### config.mk
export PLATFORM = sky130hd
export DESIGN_NAME = io_bus_ctrl
export DESIGN_NICKNAME = d
export VERILOG_FILES = /design/src/rtl/io_pkg.sv /design/src/rtl/io_bus_ctrl.sv
export SDC_FILE = /design/constraint.sdc
export NUM_CORES = 1
export LEC_CHECK = 0
export ABC_AREA = 0
export BUFFER_PORTS_ARGS = -buffer_cell sky130_fd_sc_hd__buf_4
export CAP_MARGIN = 25
export CORE_MARGIN = 2
export CORE_UTILIZATION = 52
export CTS_BUF_LIST = sky130_fd_sc_hd__clkbuf_4 sky130_fd_sc_hd__clkbuf_8
export DETAILED_ROUTE_END_ITERATION = 6
export PLACE_DENSITY = 0.89
export SYNTH_ARGS = -nofsm -noshare
export SYNTH_HDL_FRONTEND = slang
export SYNTH_SLANG_ARGS = --single-unit
### constraint.sdc
create_clock -name clk -period 3.7 [get_ports clk]
set_input_delay 0.37 -clock clk [delete_from_list [all_inputs] [get_ports clk]]
set_output_delay 0.37 -clock clk [all_outputs]
set_load 0.02 [all_outputs]
### src/rtl/io_pkg.sv
// Shared definitions for the I/O bus controller and the io_ports bank.
package io_pkg;

  typedef enum logic [1:0] {
    IDLE    = 2'd0,
    ACCESS  = 2'd1,
    CAPTURE = 2'd2,
    RESP    = 2'd3
  } io_state_e;

  localparam int   IO_ADDR_W    = 4;
  localparam int   IO_CNT_W     = 4;
  localparam logic IO_DIR_WRITE = 1'b1;
  localparam logic IO_DIR_READ  = 1'b0;

endpackage

### src/rtl/io_bus_ctrl.sv
// CPU-side master for the I/O port bank: one IN/OUT request at a time, strobe held ACC_CYCLES clocks.
// Optional IO_BUS_ERR_EN: requests to ports >= NUM_PORTS answer immediately with rsp_err and no bank access.
module io_bus_ctrl
  import io_pkg::*;
#(
  parameter int BITS       = 16,
  parameter int ACC_CYCLES = 1,
  parameter int NUM_PORTS  = 4
) (
  input  logic                 clk,
  input  logic                 rst,
  input  logic                 req_valid,
  output logic                 req_ready,
  input  logic                 req_write,
  input  logic [IO_ADDR_W-1:0] req_addr,
  input  logic [BITS-1:0]      req_wdata,
  output logic                 rsp_valid,
  input  logic                 rsp_ready,
  output logic [BITS-1:0]      rsp_rdata,
  output logic                 rsp_err,
  output logic                 io_en,
  output logic                 io_r_or_w,
  output logic [IO_ADDR_W-1:0] io_addr,
  output logic [BITS-1:0]      io_wdata,
  input  logic [BITS-1:0]      io_rdata
);

  if (ACC_CYCLES < 1 || ACC_CYCLES > 15) begin : g_bad_acc
    $error("io_bus_ctrl: ACC_CYCLES must be in 1..15");
  end
  if (NUM_PORTS < 1 || NUM_PORTS > 16) begin : g_bad_ports
    $error("io_bus_ctrl: NUM_PORTS must be in 1..16");
  end

  localparam logic [IO_CNT_W-1:0] CNT_LOAD = IO_CNT_W'(ACC_CYCLES - 1);
  localparam logic [IO_CNT_W-1:0] CNT_ONE  = IO_CNT_W'(1);

  io_state_e             state_q, state_d;
  logic [IO_CNT_W-1:0]   cnt_q, cnt_d;
  logic                  io_en_q, io_en_d;
  logic                  io_r_or_w_q, io_r_or_w_d;
  logic [IO_ADDR_W-1:0]  io_addr_q, io_addr_d;
  logic [BITS-1:0]       io_wdata_q, io_wdata_d;
  logic                  rsp_valid_q, rsp_valid_d;
  logic [BITS-1:0]       rsp_rdata_q, rsp_rdata_d;
  logic                  rsp_err_q, rsp_err_d;
  logic                  bad_addr;

`ifdef IO_BUS_ERR_EN
  assign bad_addr = (32'(req_addr) >= NUM_PORTS);
`else
  assign bad_addr = 1'b0;
`endif

  always_comb begin
    state_d     = state_q;
    cnt_d       = cnt_q;
    io_en_d     = io_en_q;
    io_r_or_w_d = io_r_or_w_q;
    io_addr_d   = io_addr_q;
    io_wdata_d  = io_wdata_q;
    rsp_valid_d = rsp_valid_q;
    rsp_rdata_d = rsp_rdata_q;
    rsp_err_d   = rsp_err_q;
    case (state_q)
      IDLE: begin
        if (req_valid) begin
          if (bad_addr) begin
            rsp_err_d   = 1'b1;
            rsp_rdata_d = '0;
            rsp_valid_d = 1'b1;
            state_d     = RESP;
          end else begin
            io_r_or_w_d = req_write;
            io_addr_d   = req_addr;
            io_wdata_d  = req_wdata;
            io_en_d     = 1'b1;
            cnt_d       = CNT_LOAD;
            rsp_err_d   = 1'b0;
            state_d     = ACCESS;
          end
        end
      end
      ACCESS: begin
        if (cnt_q == '0) begin
          // The bank clears data_out on its first disabled negedge, so the read
          // value must be taken on the edge that leaves ACCESS.
          rsp_rdata_d = (io_r_or_w_q == IO_DIR_WRITE) ? '0 : io_rdata;
          io_en_d     = 1'b0;
          state_d     = CAPTURE;
        end else begin
          cnt_d = cnt_q - CNT_ONE;
        end
      end
      CAPTURE: begin
        rsp_valid_d = 1'b1;
        state_d     = RESP;
      end
      RESP: begin
        if (rsp_ready) begin
          rsp_valid_d = 1'b0;
          state_d     = IDLE;
        end
      end
      default: state_d = IDLE;
    endcase
  end

  always_ff @(posedge clk) begin
    if (rst) begin
      state_q     <= IDLE;
      cnt_q       <= '0;
      io_en_q     <= 1'b0;
      io_r_or_w_q <= IO_DIR_READ;
      io_addr_q   <= '0;
      io_wdata_q  <= '0;
      rsp_valid_q <= 1'b0;
      rsp_rdata_q <= '0;
      rsp_err_q   <= 1'b0;
    end else begin
      state_q     <= state_d;
      cnt_q       <= cnt_d;
      io_en_q     <= io_en_d;
      io_r_or_w_q <= io_r_or_w_d;
      io_addr_q   <= io_addr_d;
      io_wdata_q  <= io_wdata_d;
      rsp_valid_q <= rsp_valid_d;
      rsp_rdata_q <= rsp_rdata_d;
      rsp_err_q   <= rsp_err_d;
    end
  end

  assign req_ready = (state_q == IDLE);
  assign rsp_valid = rsp_valid_q;
  assign rsp_rdata = rsp_rdata_q;
  assign rsp_err   = rsp_err_q;
  assign io_en     = io_en_q;
  assign io_r_or_w = io_r_or_w_q;
  assign io_addr   = io_addr_q;
  assign io_wdata  = io_wdata_q;

endmodule
==> results of run 1 <==
cells in the mapped netlist, drive strengths merged:
| master | instances | share of area |
|---|---|---|
| nand2 | 61 | 0.12 |
| dfxtp | 45 | 0.49 |
| a21oi | 43 | 0.12 |
| nand3b | 16 | 0.065 |
| clkbuf | 11 | 0.022 |
| nor2 | 7 | 0.014 |
| ha | 6 | 0.041 |
| buf | 5 | 0.016 |
| inv | 5 | 0.010 |
| o21ai | 5 | 0.014 |
| nor2b | 4 | 0.014 |
| mux2i | 2 | 0.011 |
| nand4b | 2 | 0.0095 |
| a211oi | 1 | 0.0068 |
| a221oi | 1 | 0.014 |
| and2 | 1 | 0.0034 |
| and4bb | 1 | 0.0068 |
| conb | 1 | 0.0020 |
| nand3 | 1 | 0.0027 |
| nand4bb | 1 | 0.0061 |
| nor3 | 1 | 0.0027 |
| nor3b | 1 | 0.0041 |
| o21bai | 1 | 0.0041 |
| or3b | 1 | 0.0061 |
cell type report:
| type | count | share of cell area |
|---|---|---|
| repair buffers | 81 | 0.2414 |
| inverters | 5 | 0.007404 |
| clock buffers | 6 | 0.01777 |
| clock inverters | 2 | 0.01530 |
| multi-input cells | 157 | 0.3401 |
| well taps | 46 | 0.02270 |
| flip-flops and latches | 45 | 0.3554 |
power groups by stage:
stage,Clock (mW),Sequential [mW],Combinational [mW]
2_1_floorplan,0,0.778,0.435
3_3_place_gp,0,0.674,0.771
3_5_place_dp,0,0.678,0.797
4_1_cts,0.319,0.667,0.799
5_1_grt,0.345,0.684,0.870
6_report,0.309,0.667,0.794
logic make-up (layout without fill, tap and decap cells):
kind of cell / after synthesis / count (layout)
multiplexers: 2 / 2
AO/OA/AOI/OAI: 51 / 51
adder cells (fa/ha/maj): 6 / 6
other: 1 / 1
AND/OR/NAND/NOR: 97 / 97
flip-flops: 45 / 45
buffers and inverters: 21 / 94
worst max path at each step:
stage	to	cells past startpoint	start	slack, ps
3_3_place_gp	io_en	5	state_q[0]	1740
4_1_cts	rsp_rdata[10]	5	state_q[1]	1810
5_1_grt	rsp_rdata[11]	5	state_q[1]	1660
2_1_floorplan	state_q[1]	6	cnt_q[0]	2080
6_report	rsp_rdata[10]	5	state_q[1]	1830
3_5_place_dp	rsp_rdata[8]	5	state_q[1]	1830
state kept, by name, summed over array words and instances (netlist names):
register	count
cnt_q	4
io_addr	4
io_en	1
io_r_or_w	1
io_wdata	16
rsp_rdata	16
rsp_valid	1
state_q	2
routing by layer:
layer | vias up | share of wire | track usage
met5 | - | 0 | 0
met4 | 0 | 0.012 | 0.07065
met3 | 5 | 0.095 | 0.08214
met2 | 66 | 0.46 | 0.3711
met1 | 750 | 0.43 | 0.2494
li1 | 883 | - | -
layout by cell type (no fill, tap or decap), drive strengths merged, types with 5 or more instances in the layout:
cell	synthesis	layout
a21oi	43	43
buf	5	81
clkbuf	11	6
dfxtp	45	45
ha	6	6
inv	5	5
nand2	61	61
nand3b	16	16
nor2	7	7
o21ai	5	5
through the flow:
| stage | instances | instance area, um2 |
|---|---|---|
| 2_1_floorplan | 223 | 1852 |
| 3_3_place_gp | 333 | 2440 |
| 3_5_place_dp | 334 | 2451 |
| 4_1_cts | 342 | 2535 |
| 5_1_grt | 342 | 2535 |
| 6_report | 342 | 2535 |
critical path: stages, from the launching register on:
cell       delay, ps
dfxtp_1          360
inv_1             90
ha_1             390
nand4bb_1        580
nand2_1          230
a21oi_1           90
==> out/qor.yml, run 1 <==
yosys:
  ys_seq_area_frac: 0.4865
  syn_area_per_cell_um2: 8.304
  synth_nets: 270
  synth.distinct_cells: 26
  yosys.area_share.simple: 0.2574
  ys_ff_latch: 45
  yosys_warnings: 0
  synth.area.mux_share: 0.01081
  synth_fa_ha_area_frac: 0.04054
  syn_inst: 223
  netlist_area_um2: 1852
  synth_compound_area_frac: 0.1547
  synthXorXnorAreaFrac: 0
  synth_top_family_by_area: "simple AND/OR/NAND/NOR gates"
clock_network:
  post-cts-setup-buffer-count: 0
  cts.sinks: 45
  root_buffer: "clkbuf_4"
  h-tree-depth: 2
  clk_latency_ps: 360
  ctsHoldBuffers: 0
  clk_pin_slew_ps: 130
  cts.repair.resized: 0
  cts_tree: "built"
  clockBufferDepth: 2
  numCtsBuffers: 5
routing:
  viasPerCell: 4.982
  wl_per_cell_um: 12.12
  num_vias: 1704
  postRouteAntennaNets: 0
  wl_um: 4145
  drc: 0
  firstDrtPassIters: 4
  drtIter0Drc: 60
sta:
  final_max_slew_viol_count: 0
  whs_ps: 239.3
  skew_ps: 7.630
  relSlewSlack: 0.5365
  period_needed_ps: 1865
  worst_pin_slew_ps: 693.6
  max_freq_mhz: 536.1
  rsz0062_at_grt: "no"
  fin_crit_sh: 0.5042
  setup_violations: 0
  hold_violations: 0
  setup_ws_ps: 1835
  setup_tns_ps: 0
global_routing:
  grt_pass1_vias: 1689
  grt_antenna_before_repair: 0
  grt-ovfl-total: 0
  groute.usage.overall: 0.2174
  grt_pass1_wl_um: 7051
  grt_max_degree: 46
placement:
  gp_congestion: 0.8014
  io_buffers: 80
  place_worst_setup_slack_ps: 1826
  hpwl_um: 2896
power_and_ir_drop:
  power_frac_comb: 0.449
  seqPwrFrac: 0.377
  leakage_nw: 1.092
  internal-power_mw: 1.078
  p_per_area_nw_per_um2: 698.3
  peakVddDrop_mv: 0.4314
  total_power_mw: 1.770
  switching_share: 0.3911
  p_sw_mw: 0.6923
  pwr-share-clk: 0.175
critical_path:
  cp.arrival_ps: 2100
  r2r_slack_ps: 1830
  crit_fanout: 16
  reg2regPathDepth: 5
  crit-reg2reg-launch: "state_q[1]"
  critPathLaunchType: "flip-flop"
  worstSetupPathType: "reg2reg"
  r2r_end: "rsp_rdata[10]"
  end_kind: "flip-flop"
  worstPathRequired_ps: 3930
floorplan:
  die_width_um: 63.68
  initial_core_util: 0.5463
  fp-row-count: 21
  core-area_um2: 3390
  ios: 82
  die_h_um: 63.68
  die-area_um2: 4055
hold_path:
  hold_class: "in2reg"
  min_from: "req_wdata[2]"
  whs_path_depth: 3
  hold_path_end: "io_wdata[2]"
outcome:
  status: "finished clean"
cells_and_area:
  multi_input_area_um2: 862.1
  nets: 342
  antenna_cells: 0
  drive_gt1_frac: 0.3142
  fillerInstances: 273
  register_area_um2: 900.9
  fin_util: 0.7479
  area_growth_pct: 36.89
run:
  maxCapViolations: 0
No activity file was read; power rests on OpenSTA's default activity.
==> run 2, diff against run 1 <==
--- a/config.mk
+++ b/config.mk
@@ -9,10 +9,10 @@
 export BUFFER_PORTS_ARGS = -buffer_cell sky130_fd_sc_hd__buf_4
 export CAP_MARGIN = 25
 export CORE_MARGIN = 2
-export CORE_UTILIZATION = 52
+export CORE_UTILIZATION = 44
 export CTS_BUF_LIST = sky130_fd_sc_hd__clkbuf_4 sky130_fd_sc_hd__clkbuf_8
 export DETAILED_ROUTE_END_ITERATION = 6
-export PLACE_DENSITY = 0.89
+export PLACE_DENSITY = 0.8
 export SYNTH_ARGS = -nofsm -noshare
 export SYNTH_HDL_FRONTEND = slang
 export SYNTH_SLANG_ARGS = --single-unit
==> constraint.sdc (replaced) <==
create_clock -name clk -period 1.71 [get_ports clk]
set_input_delay 0.171 -clock clk [delete_from_list [all_inputs] [get_ports clk]]
set_output_delay 0.171 -clock clk [all_outputs]
set_load 0.02 [all_outputs]
==> out/qor.yml, run 2 (synthesis gave the netlist of run 1 again) <==
critical_path:
  critPathLaunchType: "flip-flop"
  crit_start: "cnt_q[1]"
  cp.arrival_ps: 1810
  crit-reg2reg-launch: "cnt_q[1]"
  path_buf_inv: 1
  worstSetupPathType: "reg2reg"
  path_delay_family: "simple AND/OR/NAND/NOR gates"
  crit_fanout: 3
  max_stage_delay_ps: 400
  worstPathRequired_ps: 1880
  cp_cell_sequence: "inv_2 -> ha_4 -> or3b_4 -> a221oi_4 -> mux2i_1 -> nor2_1"
  crit_slowest_cell: "or3b_4"
  end_kind: "flip-flop"
placement:
  place_worst_setup_slack_ps: 19.28
  io_buffers: 80
  hpwl_um: 2936
  placed_cell_area_um2: 2497
  gp_congestion: 0.7503
routing:
  wl_per_cell_um: 11.92
  drc: 0
  postRouteAntennaNets: 0
  firstDrtPassIters: 4
  wl_um: 4218
  viasPerCell: 4.907
  num_vias: 1737
  drtIter0Drc: 50
sta:
  final_max_slew_viol_count: 0
  period_needed_ps: 1643
  setup_tns_ps: 0
  hold_violations: 0
  fin_crit_sh: 0.9609
  setup_ws_ps: 66.92
  setup_violations: 0
  skew_ps: 2.523
  max_freq_mhz: 608.6
run:
  maxCapViolations: 0
floorplan:
  die-area_um2: 4744
  core-area_um2: 4029
  ios: 82
  initial_core_util: 0.4596
  die_width_um: 68.88
  fp-row-count: 23
  die_h_um: 68.88
power_and_ir_drop:
  internal-power_mw: 2.620
  peakVddDrop_mv: 1.017
  power_frac_comb: 0.447
  switching_share: 0.3670
  p_sw_mw: 1.519
  p_per_area_nw_per_um2: 1560
  leakage_nw: 1.148
  seqPwrFrac: 0.351
  pwr-share-clk: 0.202
cells_and_area:
  final_common_cell: "buf_4"
  nets: 350
  drive_gt1_frac: 0.3586
  antenna_cells: 0
  final_cell_mix: "buf_4, nand2_1, a21oi_1"
  area_growth_pct: 43.31
  final_area_um2: 2654
hold_path:
  min_from: "req_write"
  hold_class: "in2reg"
global_routing:
  grt_max_degree: 46
  groute.usage.overall: 0.1765
  grt_pass1_wl_um: 6285
  grt_pass1_vias: 1485
  grt_antenna_before_repair: 0
  grt-ovfl-total: 0
clock_network:
  numCtsBuffers: 5
  cts.sinks: 45
  ctsHoldBuffers: 0
  clk_latency_ps: 290
  cts_tree: "built"
  clk_pin_slew_ps: 80
  clockBufferDepth: 2
  h-tree-depth: 2
  root_buffer: "clkbuf_8"
outcome:
  status: "finished clean"
-- run 2: cell count changes in the layout (fill, tap and decap cells not counted), sizes merged --
cell and change:
clkbuf +1, buf +8, clkinv -1
-- run 2: final cells by class --
type / count / area (um2)
clock buffers: 7 / 90.09
clock inverters: 1 / 30.03
fillers: 368 / 1375
inverters: 5 / 18.77
multi-input cells: 157 / 879.6
flip-flops and latches: 45 / 904.6
well taps: 50 / 62.56
repair buffers: 89 / 668.1
-- run 2: worst paths after layout --
path                        to  slack, ps  cells past startpoint
setup / recovery    state_q[1]         70                      6
hold / removal       io_r_or_w        120                      3
setup reg to reg    state_q[1]         70                      6
hold reg to reg   rsp_rdata[3]        450                      2
-- run 2: per-stage QoR --
stage	utilization	std cells	power [mW]	hold slack, ps
2_1_floorplan	-	223	2.624	307.0
3_3_place_gp	0.6199	344	3.241	417.8
3_5_place_dp	0.6199	344	3.279	427.5
4_1_cts	0.6497	352	4.127	108.7
5_1_grt	0.6587	354	4.429	103.2
6_report	0.6587	354	4.139	118.0
-- run 2: power groups by stage --
stage	logic, mW	registers (mW)	clock network [mW]
final	1.85	1.45	0.836
after global routing	2.04	1.48	0.902
after CTS	1.82	1.45	0.864
after detailed placement	1.81	1.47	0
after global placement	1.78	1.46	0
after floorplan	0.940	1.68	0
-- run 2: worst reg2reg max path, cell delays in order, from the launching register on --
cell,delay [ps]
dfxtp_2,330
inv_2,70
ha_4,130
or3b_4,400
a221oi_4,300
mux2i_1,230
nor2_1,50
-- run 2: routing by layer --
metal	global-route usage	vias to the layer above	wire, um
li1	-	895	-
met1	0.2093	775	1878
met2	0.2885	63	1921
met3	0.07792	4	376
met4	0.05147	0	41
met5	0	-	0
-- run 2: repair_timing --
action / 4_1_cts / 5_1_grt
gates resized for setup: 0 / 9
buffers inserted: 0 / 2
endpoints found under the setup margin: 0 / 21
hold endpoints to repair: 0 / 0
==> run 3, diff against run 2 <==
--- a/config.mk
+++ b/config.mk
@@ -8,11 +8,13 @@
 export ABC_AREA = 0
 export BUFFER_PORTS_ARGS = -buffer_cell sky130_fd_sc_hd__buf_4
 export CAP_MARGIN = 25
+export CELL_PAD_IN_SITES_DETAIL_PLACEMENT = 1
+export CELL_PAD_IN_SITES_GLOBAL_PLACEMENT = 2
 export CORE_MARGIN = 2
-export CORE_UTILIZATION = 44
+export CORE_UTILIZATION = 26
 export CTS_BUF_LIST = sky130_fd_sc_hd__clkbuf_4 sky130_fd_sc_hd__clkbuf_8
 export DETAILED_ROUTE_END_ITERATION = 6
-export PLACE_DENSITY = 0.8
+export PLACE_DENSITY = 0.82
 export SYNTH_ARGS = -nofsm -noshare
 export SYNTH_HDL_FRONTEND = slang
 export SYNTH_SLANG_ARGS = --single-unit
==> constraint.sdc (replaced) <==
create_clock -name clk -period 1.6 [get_ports clk]
set_input_delay 0.16 -clock clk [delete_from_list [all_inputs] [get_ports clk]]
set_output_delay 0.16 -clock clk [all_outputs]
set_load 0.02 [all_outputs]
==> out/qor.yml, run 3 (synthesis gave the netlist of run 1 again) <==
critical_path:
  crit_fanout: 3
  end_kind: "flip-flop"
  reg2regPathDepth: 6
  cp_cell_sequence: "inv_2 -> ha_4 -> or3b_4 -> a221oi_4 -> mux2i_1 -> nor2_1"
  path_buf_inv: 1
  worstSetupPathType: "reg2reg"
  path_delay_family: "simple AND/OR/NAND/NOR gates"
  crit-reg2reg-launch: "cnt_q[1]"
  r2r_slack_ps: 4
  worstPathRequired_ps: 1770
  crit_slowest_cell: "or3b_4"
  max_stage_delay_ps: 390
  r2r_end: "state_q[1]"
  critPathLaunchType: "flip-flop"
  cp.arrival_ps: 1770
routing:
  drtIter0Drc: 28
  wl_per_cell_um: 12.63
  postRouteAntennaNets: 0
  drc: 0
  num_vias: 1816
  wl_um: 5126
  viasPerCell: 4.473
  firstDrtPassIters: 3
global_routing:
  gr-usage-met2: 0.2256
  top_usage_layer: "met2"
  grt_max_degree: 46
  gr-usage-met3: 0.04104
  grt_antenna_before_repair: 0
  grt_pass1_wl_um: 8321
  groute.usage.overall: 0.1342
  use_met1: 0.1670
  grt-ovfl-total: 0
  grt_pass1_vias: 1854
cells_and_area:
  antenna_cells: 0
  area_growth_pct: 50.27
  drive_gt1_frac: 0.3774
  final_cell_mix: "buf_4, nand2_1, a21oi_1"
  nets: 356
  final_area_um2: 2783
  final_common_cell: "buf_4"
sta:
  setup_violations: 0
  period_needed_ps: 1596
  hold_violations: 0
  skew_ps: 6.580
  fin_crit_sh: 0.9975
  rsz0062_at_grt: "yes"
  final_max_slew_viol_count: 0
  max_freq_mhz: 626.6
clock_network:
  cts.sinks: 45
  clk_pin_slew_ps: 80
  clockBufferDepth: 2
  numCtsBuffers: 5
  clk_latency_ps: 300
  h-tree-depth: 2
  cts_tree: "built"
  root_buffer: "clkbuf_8"
  ctsHoldBuffers: 0
power_and_ir_drop:
  total_power_mw: 4.638
  seqPwrFrac: 0.336
  switching_share: 0.3728
  power_frac_comb: 0.465
  internal-power_mw: 2.909
  p_sw_mw: 1.729
  p_per_area_nw_per_um2: 1667
  pwr-share-clk: 0.199
  peakVddDrop_mv: 0.5189
  leakage_nw: 1.184
floorplan:
  die-area_um2: 7814
  initial_core_util: 0.2711
  die_width_um: 88.40
  fp-row-count: 30
  core-area_um2: 6832
  ios: 82
  die_h_um: 88.40
placement:
  hpwl_um: 3578
  placed_cell_area_um2: 2626
  gp_congestion: 0.7664
  io_buffers: 80
hold_path:
  hold_class: "in2reg"
  whs_path_depth: 3
  hold_path_end: "io_addr[2]"
  min_from: "req_addr[2]"
outcome:
  status: "finished clean"
run:
  maxCapViolations: 0
## run 3: cell types whose count changed in the layout (fill, tap and decap cells not counted), sizes merged
cell	delta
buf	+6
## run 3: layer usage
| metal | vias to the layer above | share of wire |
|---|---|---|
| li1 | 906 | - |
| met1 | 847 | 0.44 |
| met3 | 7 | 0.073 |
| met2 | 56 | 0.48 |
| met5 | - | 0 |
| met4 | 0 | 0.011 |
## run 3: layout make-up
cell class,instances,area [um2]
repair buffers,95,725.7
well taps,96,120.1
fillers,853,4049
clock inverters,1,30.03
inverters,5,18.77
multi-input cells,157,892.1
flip-flops and latches,45,905.9
clock buffers,7,90.09
## run 3: power by group through the flow
stage          Sequential (mW)  Clock (mW)  Combinational (mW)
3_5_place_dp              1.58           0                2.12
4_1_cts                   1.55       0.958                2.17
5_1_grt                   1.60       0.989                2.39
3_3_place_gp              1.57           0                2.09
6_report                  1.56       0.925                2.16
2_1_floorplan             1.80           0                1.01
## run 3: worst max path at each step
stage	startpoint	to	slack (ps)	cells past startpoint
2_1_floorplan	cnt_q[0]	state_q[1]	10	6
5_1_grt	cnt_q[1]	state_q[1]	-70	6
3_3_place_gp	cnt_q[1]	state_q[1]	3	6
4_1_cts	cnt_q[1]	state_q[1]	-3	6
6_report	cnt_q[1]	state_q[1]	4	6
3_5_place_dp	cnt_q[1]	state_q[1]	-50	6
## run 3: tightest hold or removal path, cell delays in order
cell and delay, ps:
buf_4 110, nand2_1 40, a21oi_1 50
## run 3: what timing repair did
item / CTS / global route
buffers inserted: 2 / 0
resized for setup: 2 / 6
pin swaps: 1 / 0
setup endpoints to repair: 15 / 26
gates cloned: 0 / 0
## run 3: through the flow
step / hold WS, ps / std cells / TNS (ps) / util / worst slack, ps
3_3_place_gp: 406.2 / 396 / 0 / 0.3844 / 3.220
3_5_place_dp: 415.9 / 396 / -76.66 / 0.3844 / -49.37
2_1_floorplan: 296.0 / 223 / 0 / - / 9.615
6_report: 95.41 / 406 / 0 / 0.4073 / 4.068
4_1_cts: 87.99 / 406 / -2.582 / 0.4048 / -2.582
5_1_grt: 95.61 / 406 / -139.3 / 0.4073 / -74.90
